File: src/rtl/lock_pkg.sv
// rtl/lock_pkg.sv - shared state type and seven-segment constants for lock_controller
package lock_pkg;

   typedef enum logic [1:0] {
      LOCKED  = 2'd0,
      OPEN    = 2'd1,
      LOCKOUT = 2'd2
   } lock_state_t;

   localparam logic [8:0] SEG_L   = 9'h038;
   localparam logic [8:0] SEG_O   = 9'h03f;
   localparam logic [8:0] SEG_E   = 9'h079;
   localparam logic [8:0] SEG_ALL = 9'h07f;

   function automatic logic [8:0] seg_digit(input logic [3:0] d);
      logic [8:0] r;
      case (d)
         4'd0:    r = 9'h03f;
         4'd1:    r = 9'h006;
         4'd2:    r = 9'h05b;
         4'd3:    r = 9'h04f;
         4'd4:    r = 9'h066;
         4'd5:    r = 9'h06d;
         4'd6:    r = 9'h07d;
         4'd7:    r = 9'h007;
         4'd8:    r = 9'h07f;
         4'd9:    r = 9'h06f;
         default: r = 9'h000;
      endcase
      return r;
   endfunction

endpackage

File: src/rtl/lock_controller.sv
// rtl/lock_controller.sv - coded lock sequencer with timed open window and alarm lockout
module lock_controller
   import lock_pkg::*;
#(
   parameter logic [3:0] PASSWORD       = 4'b0101,
   parameter int         MAX_TRIES      = 3,
   parameter int         OPEN_CYCLES    = 24_000_000,
   parameter int         LOCKOUT_CYCLES = 120_000_000
) (
   input  logic       clk,
   input  logic       rst,
   input  logic [3:0] code,
   input  logic       key_pulse,
   output logic       led1,
   output logic       led2,
   output logic [8:0] seg_led_1,
   output logic [8:0] seg_led_2,
   output logic [1:0] state_o
);

   localparam int MAX_CYCLES = (OPEN_CYCLES > LOCKOUT_CYCLES) ? OPEN_CYCLES : LOCKOUT_CYCLES;
   localparam int TW         = $clog2(MAX_CYCLES + 1);

   localparam logic [TW-1:0] OPEN_LOAD    = TW'(OPEN_CYCLES - 1);
   localparam logic [TW-1:0] LOCKOUT_LOAD = TW'(LOCKOUT_CYCLES - 1);
   localparam logic [3:0]    TRIES_FULL   = 4'(MAX_TRIES);

   lock_state_t   r_state, w_next_state;
   logic [3:0]    r_tries, w_next_tries;
   logic [TW-1:0] r_timer, w_next_timer;

   logic          r_led1, r_led2, w_led1, w_led2;
   logic [8:0]    r_seg1, r_seg2, w_seg1, w_seg2;

   always_ff @(posedge clk or negedge rst) begin
      if (!rst) begin
         r_state <= LOCKED;
         r_tries <= TRIES_FULL;
         r_timer <= '0;
         r_led1  <= 1'b1;
         r_led2  <= 1'b1;
         r_seg1  <= seg_digit(TRIES_FULL);
         r_seg2  <= SEG_L;
      end else begin
         r_state <= w_next_state;
         r_tries <= w_next_tries;
         r_timer <= w_next_timer;
         r_led1  <= w_led1;
         r_led2  <= w_led2;
         r_seg1  <= w_seg1;
         r_seg2  <= w_seg2;
      end
   end

   // Expiry is tested before key_pulse so a coincident pulse never reopens or re-evaluates.
   always_comb begin
      w_next_state = r_state;
      w_next_tries = r_tries;
      w_next_timer = r_timer;
      case (r_state)
         LOCKED: begin
            if (key_pulse) begin
               if (code == PASSWORD) begin
                  w_next_state = OPEN;
                  w_next_timer = OPEN_LOAD;
                  w_next_tries = TRIES_FULL;
               end else if (r_tries > 4'd1) begin
                  w_next_tries = r_tries - 4'd1;
               end else begin
                  w_next_state = LOCKOUT;
                  w_next_tries = 4'd0;
                  w_next_timer = LOCKOUT_LOAD;
               end
            end
         end
         OPEN: begin
            if (r_timer == '0) begin
               w_next_state = LOCKED;
            end else if (key_pulse) begin
               w_next_state = LOCKED;
               w_next_timer = '0;
            end else begin
               w_next_timer = r_timer - 1'b1;
            end
         end
         LOCKOUT: begin
            if (r_timer == '0) begin
               w_next_state = LOCKED;
               w_next_tries = TRIES_FULL;
            end else begin
               w_next_timer = r_timer - 1'b1;
            end
         end
         default: begin
            w_next_state = LOCKED;
            w_next_tries = TRIES_FULL;
            w_next_timer = '0;
         end
      endcase
   end

   always_comb begin
      w_led1 = 1'b1;
      w_led2 = 1'b1;
      w_seg1 = seg_digit(w_next_tries);
      w_seg2 = SEG_L;
      case (w_next_state)
         OPEN: begin
            w_led1 = 1'b0;
            w_seg1 = SEG_ALL;
            w_seg2 = SEG_O;
         end
         LOCKOUT: begin
            w_led2 = 1'b0;
            w_seg1 = SEG_O;
            w_seg2 = SEG_E;
         end
         default: begin
            w_led1 = 1'b1;
         end
      endcase
   end

   assign led1      = r_led1;
   assign led2      = r_led2;
   assign seg_led_1 = r_seg1;
   assign seg_led_2 = r_seg2;
   assign state_o   = r_state;

endmodule

File: config.mk
export PLATFORM = sky130hd
export DESIGN_NAME = lock_controller
export DESIGN_NICKNAME = d
export VERILOG_FILES = /design/src/rtl/lock_pkg.sv /design/src/rtl/lock_controller.sv
export SDC_FILE = /design/constraint.sdc
export NUM_CORES = 1
export LEC_CHECK = 0
export BUFFER_PORTS_ARGS = -buffer_cell sky130_fd_sc_hd__buf_2
export CAP_MARGIN = 40
export CORE_UTILIZATION = 50
export DETAILED_ROUTE_END_ITERATION = 10
export HOLD_SLACK_MARGIN = 0.12
export PLACE_DENSITY = 0.74
export SLEW_MARGIN = 5
export SYNTH_ARGS = -nofsm -noshare
export SYNTH_HDL_FRONTEND = slang
export SYNTH_SLANG_ARGS = --single-unit
File: constraint.sdc
create_clock -name clk -period 2.25 [get_ports clk]
set_clock_uncertainty 0.15 [all_clocks]
set_input_delay 0.675 -clock clk [delete_from_list [all_inputs] [get_ports clk]]
set_output_delay 0.675 -clock clk [all_outputs]
set_load 0.005 [all_outputs]
==> metrics.yaml <==
status: "complete, but fails checks"
violations: "setup timing"
layout_commonest_cell: "buf_4"
fin_cells: 524
startpoint_type: "flip-flop"
numCtsBuffers: 5
grt_pass1_wl_um: 15250
hpwl_um: 6007
fmax_mhz: 395.3
ios: 29
ys_ff_latch: 45
slew_headroom: 0.6624
initial_core_util: 0.5297
first_iter_violations: 363
syn_to_final_growth_pct: 49.28
synthesis.area_um2: 2970
rsz0062_at_grt: "yes"
cts_root_buf: "clkbuf_8"
peakVddDrop_v: 0.0009349
place_ws_ns: -0.4138
synthTopCellsByArea: "dfrtp_1 30%, dfstp_2 8.0%, o21ai_0 6.2%"
htree_levels: 2
antenna_found_initial: 0
holdWs_ns: 0.1711
gp_congestion: 0.9157
antennaDiodeCount: 0
synth_top_cell_area_share: 0.3033
fin_nets: 472
layout-drive-gt1-share: 0.5177
finalPower_mw: 6.670
final_antenna_net_count: 0
slew_viol_final: 0
die_y_um: 79.08
core.rowCount: 27
grt_util_all_layers: 0.3174
totalWireLength_um: 11140
viasPerCell: 6.355
tightest_slew_ns: 0.5064
p_leak_nw: 1.928
finalSetupViolations: 37
cts_hold_buf: 0
yosysSeqAreaShare: 0.3829
hold_violations: 0
synth_warnings: 0
drv_cap: 0
dr.pass1.iters: 5
cp_max_fo: 5
power_density_nw_per_um2: 1504
cp-end-kind: "flip-flop"
die_area_um2: 6253
worstSetupPathType: "reg2reg"
synth-edff-count: 0
timing.final.crit_share: 1.124
placed_area_um2: 3735
wl_per_cell_um: 21.26
grt_max_degree: 27
avgSynthCellArea_um2: 8.867
coreArea_um2: 5608
clkTransAtPathRegs_ns: 0.09
portBuffers: 21
cts_tree: "yes"
route.detailed.drc: 0
clock_latency_ns: 0.31
synth-async-reset-ratio: 1.000
die_w_um: 79.08
finalWorstSetupSlack_ns: -0.2796
grt-ovfl-total: 0
required_ns: 2.34
ys_types: 63
cts.sinks: 45
netlist_instances: 335
vias: 3330
max-clock-path-buffers: 2
nFillCells: 313
postLayoutCellArea_um2: 4434
synthFlopType: "dfrtp_1"
hold_class: "in2async"
fin_crit_ns: 2.530
yosysTopAreaCell: "dfrtp_1"
grt_pass1_vias: 3158
worst_ep_arrival_time_ns: 2.62
final_cell_mix: "87 x buf_4, 36 x dfrtp_1, 29 x nor2_1"
dpl.cell_count: 494
## path summary, 6_finish.rpt
path	startpoint	endpoint	slack, ns	cells after the start
worst min-delay path	rst	r_timer[9]	0.17	1
worst min register to register	r_timer[20]	r_timer[20]	0.37	1
worst max register to register	r_timer[1]	seg_led_1[6]	-0.28	13
worst max-delay path	r_timer[1]	seg_led_1[6]	-0.28	13
min in group clk	r_timer[20]	r_timer[20]	0.37	1
max in group asynchronous	rst	seg_led_1[1]	1.19	2
## flip-flops by register name (all words and copies together) (netlist names)
name	cells
state_o	2
led2	1
r_timer	27
led1	1
seg_led_1	7
r_tries	4
seg_led_2	3
## metal layers
metal | track usage | part of all wire | vias to the layer above
li1 | - | - | 1427
met1 | 0.3786 | 0.38 | 1596
met2 | 0.5509 | 0.50 | 235
met3 | 0.06552 | 0.068 | 72
met4 | 0.1345 | 0.058 | 0
met5 | 0 | 0 | -
## cell usage after synthesis, types with 3 or more instances
master	count
dfrtp_1	36
buf_2	3
clkbuf_1	3
nor3_1	14
nand2_1	15
inv_1	19
buf_6	5
dfstp_2	9
nand4_1	6
o21ai_1	9
a31oi_1	17
o31ai_1	3
a21oi_1	30
a21o_1	3
nand2b_1	4
nor2b_1	6
ha_1	14
buf_4	10
o21ai_0	37
nor4_4	3
nor2_1	34
## cell families (layout without fill, tap and decap cells)
group                      after synthesis  after routing  share of synthesized area
AOI/OAI and AO/OA                      120            120                     0.2532
and+or+nand+nor                        109            109                     0.2123
DFF                                     45             45                     0.3829
buffers and inverters                   42            154                    0.08087
adders and majority gates               14             14                    0.05897
other                                    2              7                   0.002528
xor gates and xnor gates                 2              2                   0.005898
muxes                                    1              1                   0.003370
## area by class of cell
cell class | instances | area (um2) | share of cell area
Multi-Input combinational cell | 253 | 1986 | 0.4478
Sequential cell | 45 | 1137 | 0.2565
Timing Repair Buffer | 126 | 1020 | 0.2300
Tap cell | 72 | 90.09 | 0.02032
Clock buffer | 7 | 86.33 | 0.01947
Inverter | 20 | 85.08 | 0.01919
Clock inverter | 1 | 30.03 | 0.006772
## power breakdown
group          switching [mW]  internal, mW
clock                   0.305         0.363
sequential              0.272          1.17
combinational            2.40          2.16
total                    2.98          3.69
## timing repair
action                                  in CTS  in global routing
endpoints found under the setup margin      38                 38
gates cloned                                 2                  0
pin swaps                                   35                 24
resized for setup                           74                 53
buffers inserted                             9                 12
## metrics by stage
step,util,TNS (ns)
global placement,0.6647,-9.907
finish,0.7907,-7.271
detailed placement,0.6660,-10.60
CTS,0.7494,-3.739
floorplan,-,-0.6603
global route,0.7907,-9.796
## critical path, stage by stage (launching register included)
cell     delay [ns]
dfrtp_1        0.40
inv_2          0.08
ha_4           0.12
nor3b_4        0.20
and4_4         0.29
nand3_4        0.09
buf_6          0.15
a22oi_2        0.12
or2_4          0.18
ha_4           0.23
inv_4          0.08
nor2_2         0.04
a32oi_1        0.22
o31ai_1        0.10
(Power assumes the default switching activity.)
